<file path="src/rtl/data_buf_ctrl_pkg.sv">
// Shared types and config-clamping helpers for the data_buf tile sequencer.
// Latency: n/a (types and pure functions only).
// Backpressure: n/a.
`ifndef ROW_CNT
`define ROW_CNT 8
`endif
`ifndef ADDR_BW
`define ADDR_BW 3
`endif

package data_buf_ctrl_pkg;

    localparam int REP_BW_DEF = 8;

    typedef enum logic [1:0] {
        IDLE   = 2'd0,
        FILL   = 2'd1,
        STREAM = 2'd2,
        DONE   = 2'd3
    } state_t;

    // A zero or oversize length means "use the whole buffer".
    function automatic int clamp_len(input int len, input int row_cnt);
        return ((len == 0) || (len > row_cnt)) ? row_cnt : len;
    endfunction

    // A tile is always replayed at least once.
    function automatic int clamp_rep(input int rep);
        return (rep == 0) ? 1 : rep;
    endfunction

endpackage

</file>
<file path="src/rtl/data_buf_ctrl_wrap_cnt.sv">
// Up-counter with enable, synchronous clear and programmable last value.
// Latency: count updates on the clock edge after i_en; o_wrap is combinational.
// Backpressure: holds its value whenever i_en is low.
module wrap_cnt #(
    parameter int W = 3
) (
    input  logic         clk,
    input  logic         rst_n,
    input  logic         i_en,
    input  logic         i_clr,
    input  logic [W-1:0] i_wrap_val,
    output logic [W-1:0] o_cnt,
    output logic         o_wrap
);

    logic [W-1:0] r_cnt;

    assign o_cnt  = r_cnt;
    assign o_wrap = (r_cnt == i_wrap_val);

    // Count up, returning to zero after the last value; clear wins over enable.
    always_ff @(posedge clk or negedge rst_n) begin
        if (!rst_n) begin
            r_cnt <= '0;
        end else if (i_clr) begin
            r_cnt <= '0;
        end else if (i_en) begin
            r_cnt <= o_wrap ? '0 : r_cnt + 1'b1;
        end
    end

endmodule

</file>
<file path="src/rtl/data_buf_ctrl.sv">
// Tile sequencer: fills data_buf from the loader, then replays the tile rep times to the MAC.
// Latency: FILL one cycle after cfg_start; STREAM the cycle after the last row is written; read latency 0.
// Backpressure: in_valid gaps stall the write counter, mac_ready low holds rd_addr; abort wins over all.
`ifndef ROW_CNT
`define ROW_CNT 8
`endif
`ifndef ADDR_BW
`define ADDR_BW 3
`endif

module data_buf_ctrl
    import data_buf_ctrl_pkg::*;
#(
    parameter int ROW_CNT = `ROW_CNT,
    parameter int ADDR_BW = `ADDR_BW,
    parameter int REP_BW  = REP_BW_DEF
) (
    input  logic               clk,
    input  logic               rst_n,
    input  logic               cfg_start,
    input  logic [ADDR_BW:0]   cfg_len,
    input  logic [REP_BW-1:0]  cfg_rep,
    input  logic               abort,
    input  logic               in_valid,
    output logic               in_ready,
    output logic               wr_en,
    output logic [ADDR_BW-1:0] wr_addr,
    input  logic               mac_ready,
    output logic               out_valid,
    output logic               rd_en,
    output logic [ADDR_BW-1:0] rd_addr,
    output logic               out_pass_last,
    output logic               out_tile_last,
    output logic               tile_done,
    output logic               busy
);

    state_t             r_state;
    state_t             w_state_nxt;
    logic [ADDR_BW:0]   r_len;
    logic [REP_BW-1:0]  r_rep;
    logic [REP_BW-1:0]  r_pass;
    logic [ADDR_BW-1:0] w_last_row;
    logic               w_wr_fire;
    logic               w_rd_fire;
    logic               w_wr_wrap;
    logic               w_rd_wrap;
    logic               w_last_pass;

    // len is clamped to 1..ROW_CNT, so len-1 always fits the row address.
    assign w_last_row  = ADDR_BW'(r_len - 1'b1);
    assign w_wr_fire   = (r_state == FILL) && in_valid;
    assign w_rd_fire   = (r_state == STREAM) && mac_ready;
    assign w_last_pass = (r_pass == REP_BW'(r_rep - 1'b1));

    assign rd_en = out_valid;
    assign busy  = (r_state != IDLE);

    wrap_cnt #(.W(ADDR_BW)) u_wr_cnt (
        .clk        (clk),
        .rst_n      (rst_n),
        .i_en       (w_wr_fire),
        .i_clr      (abort),
        .i_wrap_val (w_last_row),
        .o_cnt      (wr_addr),
        .o_wrap     (w_wr_wrap)
    );

    wrap_cnt #(.W(ADDR_BW)) u_rd_cnt (
        .clk        (clk),
        .rst_n      (rst_n),
        .i_en       (w_rd_fire),
        .i_clr      (abort),
        .i_wrap_val (w_last_row),
        .o_cnt      (rd_addr),
        .o_wrap     (w_rd_wrap)
    );

    // Latch clamped tile config on a start seen in IDLE; abort wipes it.
    always_ff @(posedge clk or negedge rst_n) begin
        if (!rst_n) begin
            r_len <= '0;
            r_rep <= '0;
        end else if (abort) begin
            r_len <= '0;
            r_rep <= '0;
        end else if ((r_state == IDLE) && cfg_start) begin
            r_len <= (ADDR_BW+1)'(clamp_len(int'(cfg_len), ROW_CNT));
            r_rep <= REP_BW'(clamp_rep(int'(cfg_rep)));
        end
    end

    // Count completed passes; reset it on the way out so the next tile starts at pass 0.
    always_ff @(posedge clk or negedge rst_n) begin
        if (!rst_n) begin
            r_pass <= '0;
        end else if (abort || (r_state == DONE)) begin
            r_pass <= '0;
        end else if (w_rd_fire && w_rd_wrap) begin
            r_pass <= r_pass + 1'b1;
        end
    end

    // State register.
    always_ff @(posedge clk or negedge rst_n) begin
        if (!rst_n) begin
            r_state <= IDLE;
        end else begin
            r_state <= w_state_nxt;
        end
    end

    // Next-state and buffer/handshake outputs; abort overrides every transition.
    always_comb begin
        w_state_nxt   = r_state;
        in_ready      = 1'b0;
        wr_en         = 1'b0;
        out_valid     = 1'b0;
        out_pass_last = 1'b0;
        out_tile_last = 1'b0;
        tile_done     = 1'b0;
        case (r_state)
            IDLE: begin
                if (cfg_start) begin
                    w_state_nxt = FILL;
                end
            end
            FILL: begin
                in_ready = 1'b1;
                wr_en    = in_valid;
                if (in_valid && w_wr_wrap) begin
                    w_state_nxt = STREAM;
                end
            end
            STREAM: begin
                out_valid     = 1'b1;
                out_pass_last = w_rd_wrap;
                out_tile_last = w_rd_wrap && w_last_pass;
                if (mac_ready && w_rd_wrap && w_last_pass) begin
                    w_state_nxt = DONE;
                end
            end
            DONE: begin
                tile_done   = 1'b1;
                w_state_nxt = IDLE;
            end
            default: begin
                w_state_nxt = IDLE;
            end
        endcase
        if (abort) begin
            w_state_nxt = IDLE;
        end
    end

endmodule

</file>
<file path="config.mk">
export PLATFORM = sky130hd
export DESIGN_NAME = data_buf_ctrl
export DESIGN_NICKNAME = d
export VERILOG_FILES = /design/src/rtl/data_buf_ctrl_pkg.sv /design/src/rtl/data_buf_ctrl_wrap_cnt.sv /design/src/rtl/data_buf_ctrl.sv
export SDC_FILE = /design/constraint.sdc
export NUM_CORES = 1
export LEC_CHECK = 0
export ABC_AREA = 0
export CORE_MARGIN = 2
export CORE_UTILIZATION = 35
export CTS_BUF_LIST = sky130_fd_sc_hd__clkbuf_16
export DETAILED_ROUTE_END_ITERATION = 16
export PLACE_DENSITY = 0.54
export SYNTH_ARGS = -nofsm -noshare
export SYNTH_HDL_FRONTEND = slang
export SYNTH_SLANG_ARGS = --single-unit
</file>
<file path="constraint.sdc">
create_clock -name clk -period 3.95 [get_ports clk]
set_input_delay 0.79 -clock clk [delete_from_list [all_inputs] [get_ports clk]]
set_output_delay 0.79 -clock clk [all_outputs]
set_load 0.02 [all_outputs]
</file>
* Word level (Yosys, flattened, before mapping)
Cells that the tools add are included.
** Storage, ports and cells
- Flip-flop bits (word level) :: 27
- Bits of input ports :: 18
** Operators by class
- Add/subtract/negate cells :: 5
- Magnitude comparators :: 1
- Equal/unequal tests :: 9
- Mux-type cells :: 25
- Reduce and logical (&&, ||, !) cells :: 19
** Operators by type and width (count)
- $mux W8 :: 5
- $mux W3 :: 9
- $reduce_bool A2 Y1 :: 5
- $add A8 B1 Y8 const B :: 1
- $eq A8 B8 Y1 :: 1
- $logic_and A1 B1 Y1 :: 8
- $logic_not A8 Y1 :: 1
- $mux W2 :: 4
- $pmux W2 S4 :: 1
- $sub A8 B1 Y8 const B :: 1
- $add A3 B1 Y3 const B :: 2
- $eq A3 B3 Y1 :: 2
- $mux W1 :: 6
- $ne A3 B2 Y1 const B :: 2
- $eq A2 B2 Y1 const B :: 2
- $gt A4 B4 Y1 const B :: 1
- $logic_not A4 Y1 :: 1
- $ne A3 B3 Y1 const B :: 1
- $reduce_and A3 Y1 :: 1
- $sub A3 B1 Y3 const B :: 1
- $eq A2 B1 Y1 const B :: 1
- $logic_not A2 Y1 :: 1
- $logic_or A1 B1 Y1 :: 2

* Logic depth before layout (Yosys ltp)
- Word-level depth :: 7
- Mapped depth :: 9
- Gate-level depth less buffers :: 9

* Cells and area by module
From an unflattened synthesis, not the netlist that was laid out.
** Second synthesis, totals
- Cells, all modules :: 194
- Area total of the unflattened synthesis :: 1778.0 sq um
** Modules (own cells, without submodules)
- data_buf_ctrl :: instances 1, cells each 154, area an instance 1345.0 sq um
- wrap_cnt :: instances 2, cells each 20, area an instance 216.5 sq um

* Least setup slack after synthesis
OpenSTA, ideal clock, no wires.
- Kind :: reg-to-output
- From :: register u_rd_cnt.r_cnt[2], in the netlist u_rd_cnt.o_cnt[2]
- To :: output port out_tile_last
- Arrival time :: 1851 ps
- Data required time :: 3160 ps
- Slack :: 1309 ps
- Stages on the path, launching flop included :: 5
- Path buffers :: 0
- Cell sequence :: dfrtp_1 > xor3_1 > nor3_4 > and2_1 > and3_1
** Between the ends
- Word-level cells in the longest chain between the ends :: 3
** RTL lines
- start: declaration :: RTL line data_buf_ctrl_wrap_cnt.sv:16 : logic [W-1:0] r_cnt;
- start signal: assignment :: RTL line data_buf_ctrl_wrap_cnt.sv:28 : r_cnt <= o_wrap ? '0 : r_cnt + 1'b1;
- $eq A3 B3 Y1 :: RTL line data_buf_ctrl_wrap_cnt.sv:19 : assign o_wrap = (r_cnt == i_wrap_val);
- $logic_and A1 B1 Y1 :: RTL line data_buf_ctrl.sv:138 : out_tile_last = w_rd_wrap && w_last_pass;
- $mux W1 :: RTL line data_buf_ctrl.sv:122 : case (r_state)
- end: declaration :: RTL line data_buf_ctrl.sv:33 : output logic out_tile_last,
Every way passes these cells.

* Worst setup path in the final report
- From :: register r_len[0]
- To :: output port out_tile_last
** Between the ends
- Word-level cells in the longest chain between the ends :: 4
** RTL lines
- start: declaration :: RTL line data_buf_ctrl.sv:40 : logic [ADDR_BW:0] r_len;
- start signal: assignment :: RTL line data_buf_ctrl.sv:88 : r_len <= (ADDR_BW+1)'(clamp_len(int'(cfg_len), ROW_CNT));
- $sub A3 B1 Y3 :: RTL line data_buf_ctrl.sv:51 : assign w_last_row = ADDR_BW'(r_len - 1'b1);
- $eq A3 B3 Y1 :: RTL line data_buf_ctrl_wrap_cnt.sv:19
- $logic_and A1 B1 Y1 :: RTL line data_buf_ctrl.sv:138
- $mux W1 :: RTL line data_buf_ctrl.sv:122
Every way passes these cells.

==> impl_metrics.ini <==
[run_status]
status = finished, final reports clean

[min_path]
min_delay_path_depth = 2
hp-class = reg2reg

[yosys]
synth_top_family_by_area = simple AND/OR/NAND/NOR gates
netlist_area_um2 = 1710
synth_fp_nets = 219
synth-edff-count = 0
yosys.area.top_type = dfrtp_1
synthCells = 191
post-synth-top-count-cell = dfrtp_1
synth.area.mux_share_pct = 1.76
async_flop_share_pct = 100
netlist.area_leader.share_pct = 39.5
synth_xor_area_share_pct = 13.2
synth_common_cells = dfrtp_1 (27), nand2_1 (22), nor2_1 (21), a21oi_1 (18)
syn_area_per_cell_um2 = 8.95
synth.distinct_cells = 37
synthSimpleGateAreaFrac_pct = 24.7
synth_seq_cells = 27
synthAdderAreaFrac_pct = 7.32
synth_ff_type = dfrtp_1
synth-seq-area-share_pct = 39.5
synth_compound_area_share_pct = 9.44
yosysWarnings = 0
netlist_top_cells_area = dfrtp_1 (40%), ha_1 (7.3%), xor2_1 (6.7%)

[floorplanning]
fp.dieW_um = 73.9
io_pins = 32
die-area_um2 = 5460
std_cell_rows = 25
start_util_pct = 36.2
die_h_um = 73.9
coreArea_um2 = 4720

[cells_and_area]
seqCellArea_um2 = 676
n_fill_cell = 490
stdcell_count = 289
synthToLayoutAreaGrowth_pct = 26.8
final_util_pct = 45.9
final_net_count = 251
multiInputGateArea_um2 = 963
stdcell_area_um2 = 2170
n_antenna_cell = 0
drive_gt1_share_pct = 5.41

[sta]
finalHoldViolCount = 0
rsz0062_at_grt = no
maxSlewHeadroom_pct = 48.0
tns_ps = 0
drv_slew = 0
finalWorstSetupSlack_ps = 597
post-route-min-period_ps = 3350
clock_skew_ps = 5.70
fmax_ghz = 0.298
finalCritPeriodShare_pct = 84.9
holdWs_ps = 539
worstMarginPinSlew_ps = 777
setup_violations = 0

[global_route]
overflow = 0
grt_pass1_vias = 1402
grt_pass1_wl_um = 6520
antenna_found_initial = 0
gr-usage-all-layers_pct = 15.7
grt_start_max_net_pins = 28

[critical_path]
crit_path_max_fanout = 7
crit_required_ps = 3160
cp.arrival_ps = 2560
start_kind = flip-flop
reg2reg_depth = 9
rrSetupSlack_ps = 1780
crit_end = out_tile_last
r2r-end = r_pass[7]$_DFFE_PN0P_
startpoint = r_len[0]$_DFFE_PN0P_
end_kind = output pin
worstReg2RegStart = r_len[0]$_DFFE_PN0P_
worstSetupPathType = reg2out

[cts]
clock_latency_ps = 260
postCtsSetupBuffers = 0
clock_path_buffers = 2
ctsResizeCount = 0
clock_sinks = 27
tritoncts = done
htreeDepth = 1
cts_made_buffers = 3
path_clk_slew_ps = 60
cts_root_buffer = clkbuf_16
postCtsHoldBufs = 0

[detailed_routing]
firstDrtPassIters = 4
vias = 1361
viasPerCell = 4.71
ant_nets = 0
wirelength_um = 3680
drt_iter0_markers = 59
wl_per_cell_um = 12.7
drc = 0

[place]
place_inst = 285
place_congestion = 0.755
placedInstanceArea_um2 = 2090
portBuffers = 31
post-place-ws_ps = 879
hpwl_um = 2760

[power_and_ir_drop]
p_leak_nw = 0.970
powerDensity_nw_per_um2 = 464
ir_drop_uv = 194
finalPower_mw = 1.01

[run]
max_cap_violations = 0
## kinds of logic after synthesis
family / Yosys count
simple gates: 81
compound gates: 28
flops: 27
xor+xnor: 24
buf+inv: 18
fa+ha+maj: 10
mux: 3
## sequential cells by signal (all words and copies together), names as in the netlist
signal / cells
r_rep: 8
u_wr_cnt.o_cnt: 3
u_rd_cnt.o_cnt: 3
r_len: 3
r_state: 2
r_pass: 8
## per-layer routing
layer	track usage (%)	wire (µm)	vias to the layer above
met4	3.64	22	0
met3	3.57	107	2
met1	21.7	1900	639
met2	24.9	1650	15
met5	0	0	-
li1	-	-	705
## worst max-delay path: stages, from the launching register on
cell and delay (ps):
dfrtp_1 440, inv_1 80, ha_1 190, xor3_1 280, nor3_4 370, and2_1 200, and3_1 150, clkdlybuf4s50_1 600
## where the power goes
| part | switching [mW] | leakage (nW) | internal, mW |
|---|---|---|---|
| logic | 0.240 | 0.559 | 0.186 |
| clock network | 0.0941 | 0.0409 | 0.137 |
| registers | 0.0419 | 0.370 | 0.309 |
## area by class of cell
class	count	area share (%)
flip-flops and latches	27	31.1
inverters	13	2.25
multi-input cells	146	44.4
well taps	67	3.86
repair buffers	32	14.6
clock inverters	1	0.231
clock buffers	3	3.46
## cells in the final DEF (no fill, tap or decap), drive strengths merged, types with 2 or more instances in the layout
cell type,count
a211oi,2
a21oi,18
and3,4
clkbuf,3
clkdlybuf4s50,31
dfrtp,27
ha,10
inv,13
mux2i,3
nand2,22
nand2b,2
nand3,7
nand4,2
nor2,23
nor3,9
nor3b,5
nor4,2
or2,2
xnor2,10
xor2,13
## worst min-delay path by stage
stage                         startpoint              endpoint  slack [ps]
finish              r_len[1]$_DFFE_PN0P_  r_len[1]$_DFFE_PN0P_         540
global route        r_rep[7]$_DFFE_PN0P_  r_rep[7]$_DFFE_PN0P_         570
CTS                 r_len[1]$_DFFE_PN0P_  r_len[1]$_DFFE_PN0P_         530
detailed placement  r_len[1]$_DFFE_PN0P_  r_len[1]$_DFFE_PN0P_         510
global placement    r_len[1]$_DFFE_PN0P_  r_len[1]$_DFFE_PN0P_         500
floorplan           r_len[1]$_DFFE_PN0P_  r_len[1]$_DFFE_PN0P_         480
No activity file was read; power rests on OpenSTA's default activity.
